### src/rtl/audio_dac.sv
// rtl/audio_dac.sv - mixer sample capture, one-pole IIR smoother and sigma-delta ladder DAC
// Optional macro AUDIO_DAC_DITHER_EN adds LFSR dither to the sigma-delta stage.
module audio_dac #(
    parameter int IN_W       = 6,
    parameter int OUT_W      = 4,
    parameter int FRAC_W     = 8,
    parameter int FILT_SHIFT = 3
) (
    input  logic                     i_clk,
    input  logic                     i_reset,
    input  logic                     i_ena4,
    input  logic [IN_W-1:0]          i_audio,
    input  logic                     i_mute,
    output logic [OUT_W-1:0]         o_audio,
    output logic [IN_W+FRAC_W-1:0]   o_level
);
    localparam int ACC_W = IN_W + FRAC_W;
    localparam int D_W   = ACC_W + 1;
    localparam int LO_W  = ACC_W - OUT_W;

    logic [IN_W-1:0]        s_in_q;
    logic                   ena_d_q;
    logic [ACC_W-1:0]       acc_q, acc_d;
    logic [LO_W-1:0]        sd_frac_q, sd_frac_d;
    logic [OUT_W-1:0]       audio_q, audio_d;
    logic [OUT_W-1:0]       acc_hi;
    logic                   carry;
    logic signed [D_W-1:0]  diff, step;

    // Round the step away from zero on small positive errors so acc lands exactly on target
    always_comb begin
        diff = $signed({1'b0, s_in_q, {FRAC_W{1'b0}}}) - $signed({1'b0, acc_q});
        step = diff >>> FILT_SHIFT;
        if (step == '0 && !diff[D_W-1] && diff != '0)
            step = {{(D_W-1){1'b0}}, 1'b1};
        acc_d = ena_d_q ? acc_q + step[ACC_W-1:0] : acc_q;
    end

`ifdef AUDIO_DAC_DITHER_EN
    logic [15:0]              lfsr_q;
    logic signed [LO_W+2:0]   dsum_raw, dsum;

    // Carried one bit wider than the nominal 12 so a full-scale fraction plus dither cannot wrap
    always_comb begin
        dsum_raw = $signed({3'b000, sd_frac_q}) + $signed({3'b000, acc_q[LO_W-1:0]})
                 + $signed({{(LO_W-1){1'b0}}, lfsr_q[3:0]}) - $signed((LO_W+3)'(8));
        dsum      = dsum_raw[LO_W+2] ? '0 : dsum_raw;
        carry     = dsum >= $signed({3'b001, {LO_W{1'b0}}});
        sd_frac_d = dsum[LO_W-1:0];
    end

    always_ff @(posedge i_clk or posedge i_reset) begin
        if (i_reset)
            lfsr_q <= 16'hACE1;
        else
            lfsr_q <= {lfsr_q[14:0], lfsr_q[15] ^ lfsr_q[13] ^ lfsr_q[12] ^ lfsr_q[10]};
    end
`else
    logic [LO_W:0] sum;

    always_comb begin
        sum       = {1'b0, sd_frac_q} + {1'b0, acc_q[LO_W-1:0]};
        carry     = sum[LO_W];
        sd_frac_d = sum[LO_W-1:0];
    end
`endif

    // Top code already at full scale cannot take the carry without wrapping to 0
    always_comb begin
        acc_hi  = acc_q[ACC_W-1 -: OUT_W];
        audio_d = (&acc_hi) ? acc_hi : acc_hi + {{(OUT_W-1){1'b0}}, carry};
    end

    always_ff @(posedge i_clk or posedge i_reset) begin
        if (i_reset) begin
            s_in_q    <= '0;
            ena_d_q   <= 1'b0;
            acc_q     <= '0;
            sd_frac_q <= '0;
            audio_q   <= '0;
        end else begin
            if (i_ena4)
                s_in_q <= i_mute ? '0 : i_audio;
            ena_d_q   <= i_ena4;
            acc_q     <= acc_d;
            sd_frac_q <= sd_frac_d;
            audio_q   <= audio_d;
        end
    end

    assign o_audio = audio_q;
    assign o_level = acc_q;
endmodule

### config.mk
export PLATFORM = sky130hd
export DESIGN_NAME = audio_dac
export DESIGN_NICKNAME = d
export VERILOG_FILES = /design/src/rtl/audio_dac.sv
export SDC_FILE = /design/constraint.sdc
export NUM_CORES = 1
export LEC_CHECK = 0
export CORE_ASPECT_RATIO = 1.2
export CORE_MARGIN = 3
export CORE_UTILIZATION = 30
export CTS_CLUSTER_SIZE = 40
export DETAILED_ROUTE_END_ITERATION = 10
export PLACE_DENSITY = 0.59
export SKIP_LAST_GASP = 1
export SLEW_MARGIN = 20
export SYNTH_ARGS = -nofsm -noshare
export SYNTH_HDL_FRONTEND = slang
export SYNTH_SLANG_ARGS = --single-unit
### constraint.sdc
create_clock -name i_clk -period 4.3 [get_ports i_clk]
set_input_delay 0.645 -clock i_clk [delete_from_list [all_inputs] [get_ports i_clk]]
set_output_delay 0.645 -clock i_clk [all_outputs]
set_load 0.005 [all_outputs]
# == Word-level counts from Yosys, hierarchy flattened ==
# Index checks and enable logic that the tools add are counted.
# op_classes
reduce_logical,6
mux,3
n_addsub,4
# ops
operator,n
15-bit logical NOT,1
15-bit nonzero test,1
14-bit by 14-bit subtractor with 15-bit output,1
14-bit adder,1
14-bit two-way mux,1
10-bit by 10-bit adder with 11-bit output,1
6-bit two-way mux,1
4-bit by 1-bit adder with 4-bit output,1
4-bit two-way mux,1
4-bit AND reduction,1
1-bit logical AND,2
1-bit logical NOT,1
# totals
inputBits,10
register_bits,35
out_inout_bits,18

# == Longest topological paths before layout ==
# depth
depth_word,6
ltp_mapped,19

# == Least setup slack after synthesis ==
# No wires, ideal clock.
# synth_timing
path_kind,flip-flop to flip-flop
start,"register acc_q[9], in the netlist o_level[9]"
end,"register acc_q[10], in the netlist o_level[10]"
t_required_ns,4.196
t_arrival_ns,3.515
path_buffers,0
path_slack_ns,0.681
stages_incl_launch_ff,19
period_less_slack_ns,3.619
path_cell_list,dfrtp_1 > inv_1 > ha_1 > a21o_1 > a21oi_2 > o22ai_2 > or2_4 > a21oi_2 > mux2i_1 > o41ai_2 > ha_1 > inv_1 > fa_1 > nor2b_1 > o21a_1 > o21ai_1 > a21boi_1 > a21oi_1 > o311ai_1
# synth_between
elab_chain_len,6
elab_cells_between_ends,8
cone_classes,add/sub (2); mux (1); reduce/logical (5)
# synth_lines
element,line,text
from (decl),23,"logic [ACC_W-1:0] acc_q, acc_d;"
from (signal assigned),78,acc_q <= '0;
from (signal assigned),85,acc_q <= acc_d;
14-bit by 14-bit subtractor with 15-bit output,32,"diff = $signed({1'b0, s_in_q, {FRAC_W{1'b0}}}) - $signed({1'b0, acc_q});"
15-bit logical NOT / 1-bit logical NOT (equally long branches),34,if (step == '0 && !diff[D_W-1] && diff != '0)
1-bit logical AND (2 in series),34,
14-bit two-way mux,34,
14-bit adder *,36,acc_d = ena_d_q ? acc_q + step[ACC_W-1:0] : acc_q;
# Mark *: on every way between the ends. The rest lies on a longest branch, timed or not.
# A chain may end at the register's enable or synchronous reset.

# == Worst setup path in the final report ==
# Same ends and word-level chain as after synthesis.

==> flow_summary.ini <==
[status]
status = finished clean

[critical_path]
critical_path.max_fanout = 6
path_cells = inv_1 > ha_1 > a21o_1 > a21oi_2 > o22ai_2 > or2_4 > a21oi_2 > mux2i_1 > o41ai_2 > ha_1 > inv_1 > fa_1 > nor2b_1 > o21a_1 > o21ai_1 > a21boi_2 > a21oi_1 > o311ai_1
rrSetupSlack_ns = 0.37
cp_slowest_cell = dfrtp_1
reg2reg_to = o_level[10]
path_class = register to register
worst_path_largest_cell_delay_ns = 0.40
cp-start-kind = register
r2r.worst_path.cells = 18
crit_arrival_ns = 4.12
cp.required_ns = 4.50
reg2reg_from = o_level[9]
end_kind = register

[floorplan]
die_w_um = 91.1
die_area_mm2 = 0.00985
ioPinCount = 28
core_area_mm2 = 0.00829
start_util_pct = 31.4
die_h_um = 108
num_rows = 36

[drt]
wire_per_inst_um = 13.3
vias = 2039
drt_iter0_markers = 68
dr.pass1.iters = 4
wl_mm = 5.66
drcViolationCount = 0
postRouteAntennaNets = 0
vias_per_cell = 4.81

[yosys]
synthSimpleGateAreaFrac_pct = 13.8
synthesis.nets = 317
yosysTopAreaCellShare_pct = 33.6
muxShareOfSynthArea_pct = 3.65
synth_edf_count = 0
async_flop_share_pct = 100
synth-compound-area-share_pct = 18.3
synthXorXnorAreaFrac_pct = 9.41
seq_area_frac_synth_pct = 33.6
synth-seq-cells = 35
syn-instance-count = 274
ys.warnings.count = 0
synthTopCellsByArea = dfrtp_1 (34%), ha_1 (15%), xnor2_1 (6.0%)
synth_top_family_by_area = compound AO/OA/AOI/OAI gates
yosys.area_share.adder_pct = 16.4
syn_area_per_cell_um2 = 9.51
ys_types = 50
yosysTopAreaCell = dfrtp_1
syn_area_mm2 = 0.00261
ys.flop_type = dfrtp_1

[placed_design]
dp_slack_ns = 0.320
dp_cells = 416
dp_hpwl_mm = 4.44
place_congestion = 0.807
io_buffers = 27

[timing]
timing.final.crit_share_pct = 91.4
skew_ns = 0.00563
finalHoldViolations = 0
tightest_slew_ns = 0.799
final_max_slew_viol_count = 0
fin_setup_tns_ns = 0
finalSetupViolCount = 0
timing.final.ws_setup_ns = 0.372
clock.fmax_mhz = 255
fin_crit_ns = 3.93
slew_headroom_pct = 46.7
rsz0062_at_grt = no

[finish]
layout_commonest_cell = dfrtp_1
syn_to_final_growth_pct = 21.7
fin_nets = 352
fin_util_pct = 38.3
drive_gt1_share_pct = 10.3
antenna_cells = 0
final_cell_count_no_fill = 424
final_cell_mix = dfrtp_1 (35), ha_1 (31), inv_1 (30)

[global_route]
grt_max_degree = 36
grt-ovfl-total = 0
grt_usage_pct = 12.4
grt_pass1_wl_mm = 9.88
grt_antenna_before_repair = 0
grt_pass1_vias = 2105

[worst_hold_path]
min-delay-start = sd_frac_q[0]
hold_path_depth = 1
whs_endpoint = sd_frac_q[0]
min_path_type = register to register

[clock_network]
cts_hold_buffers = 0
clock_sinks = 35
clk_latency_ns = 0.29
clock_path_buffers = 2
cts-root-buf = clkbuf_8
cts_made_buffers = 5
htree_num_levels = 2
cts.clk_slew.worst_paths_ns = 0.08
cts_tree = built

[flow_run]
drv_cap = 0
## state kept, by name, summed over array words and instances, names as in the netlist
register   flops
o_audio        4
ena_d_q        1
s_in_q         6
sd_frac_q     10
o_level       14
## worst max-delay path by stage
stage / depth (start not counted) / start / endpoint / slack, ns
2_1_floorplan: 18 / o_level[9] / o_level[10] / 0.68
3_3_place_gp: 19 / o_level[9] / o_level[8] / 0.41
3_5_place_dp: 19 / o_level[9] / o_level[12] / 0.32
4_1_cts: 18 / o_level[9] / o_level[10] / 0.31
5_1_grt: 19 / o_level[9] / o_level[8] / 0.05
6_report: 18 / o_level[9] / o_level[10] / 0.37
## worst max-delay path: cells and delay by family (launching register included)
family                     cells  cell delay, ns
AOI/OAI and AO/OA             10            1.78
adders and majority gates      3            1.02
DFF                            1            0.40
and+or+nand+nor                2            0.38
buffers and inverters          2            0.15
muxes                          1            0.11
## Yosys cell counts (all sizes together), types with 4 or more instances
cell    number
xnor2       18
mux2         4
nand2       22
ha          31
nand4        5
nor2        17
a21oi       19
o21a         4
mux2i        5
inv         30
nand2b       4
nor2b        4
o21ai       16
dfrtp       35
nor3         9
xor2        10
a21o         4
## stage by stage
step / cell area, µm² / hold slack [ns]
final: 3170 / 0.474
after global routing: 3170 / 0.514
after CTS: 3170 / 0.479
after detailed placement: 3030 / 0.461
after global placement: 3030 / 0.455
after floorplan: 2610 / 0.443
## cell families after synthesis
| logic type | count (synthesis) |
|---|---|
| AND/OR/NAND/NOR | 69 |
| buffers and inverters | 32 |
| flip-flops | 35 |
| adder cells (fa/ha/maj) | 33 |
| multiplexers | 9 |
| XOR/XNOR | 28 |
| AO/OA/AOI/OAI | 68 |
## final cells by class
type | count | area, µm²
timing repair buffer | 30 | 293
inverter | 30 | 113
tap | 114 | 143
clock inverter | 3 | 67.6
multi-input combinational | 207 | 1610
clock buffer | 5 | 68.8
fill | 865 | 5120
sequential | 35 | 876
## layer usage
metal	track usage (%)	part of all wire (%)	vias up
li1	-	-	1039
met3	2.64	3.3	8
met2	21.6	48	41
met4	3.99	1.5	0
met1	15.2	47	951
met5	0	0	-
## timing repair
action	in CTS	in global routing
gates resized for setup	0	1
setup endpoints to repair	0	1
buffers inserted	0	0
Power is left out: the tool's default activity adds up to more than one toggle a clock period on the data nets, which glitch-free logic cannot reach.
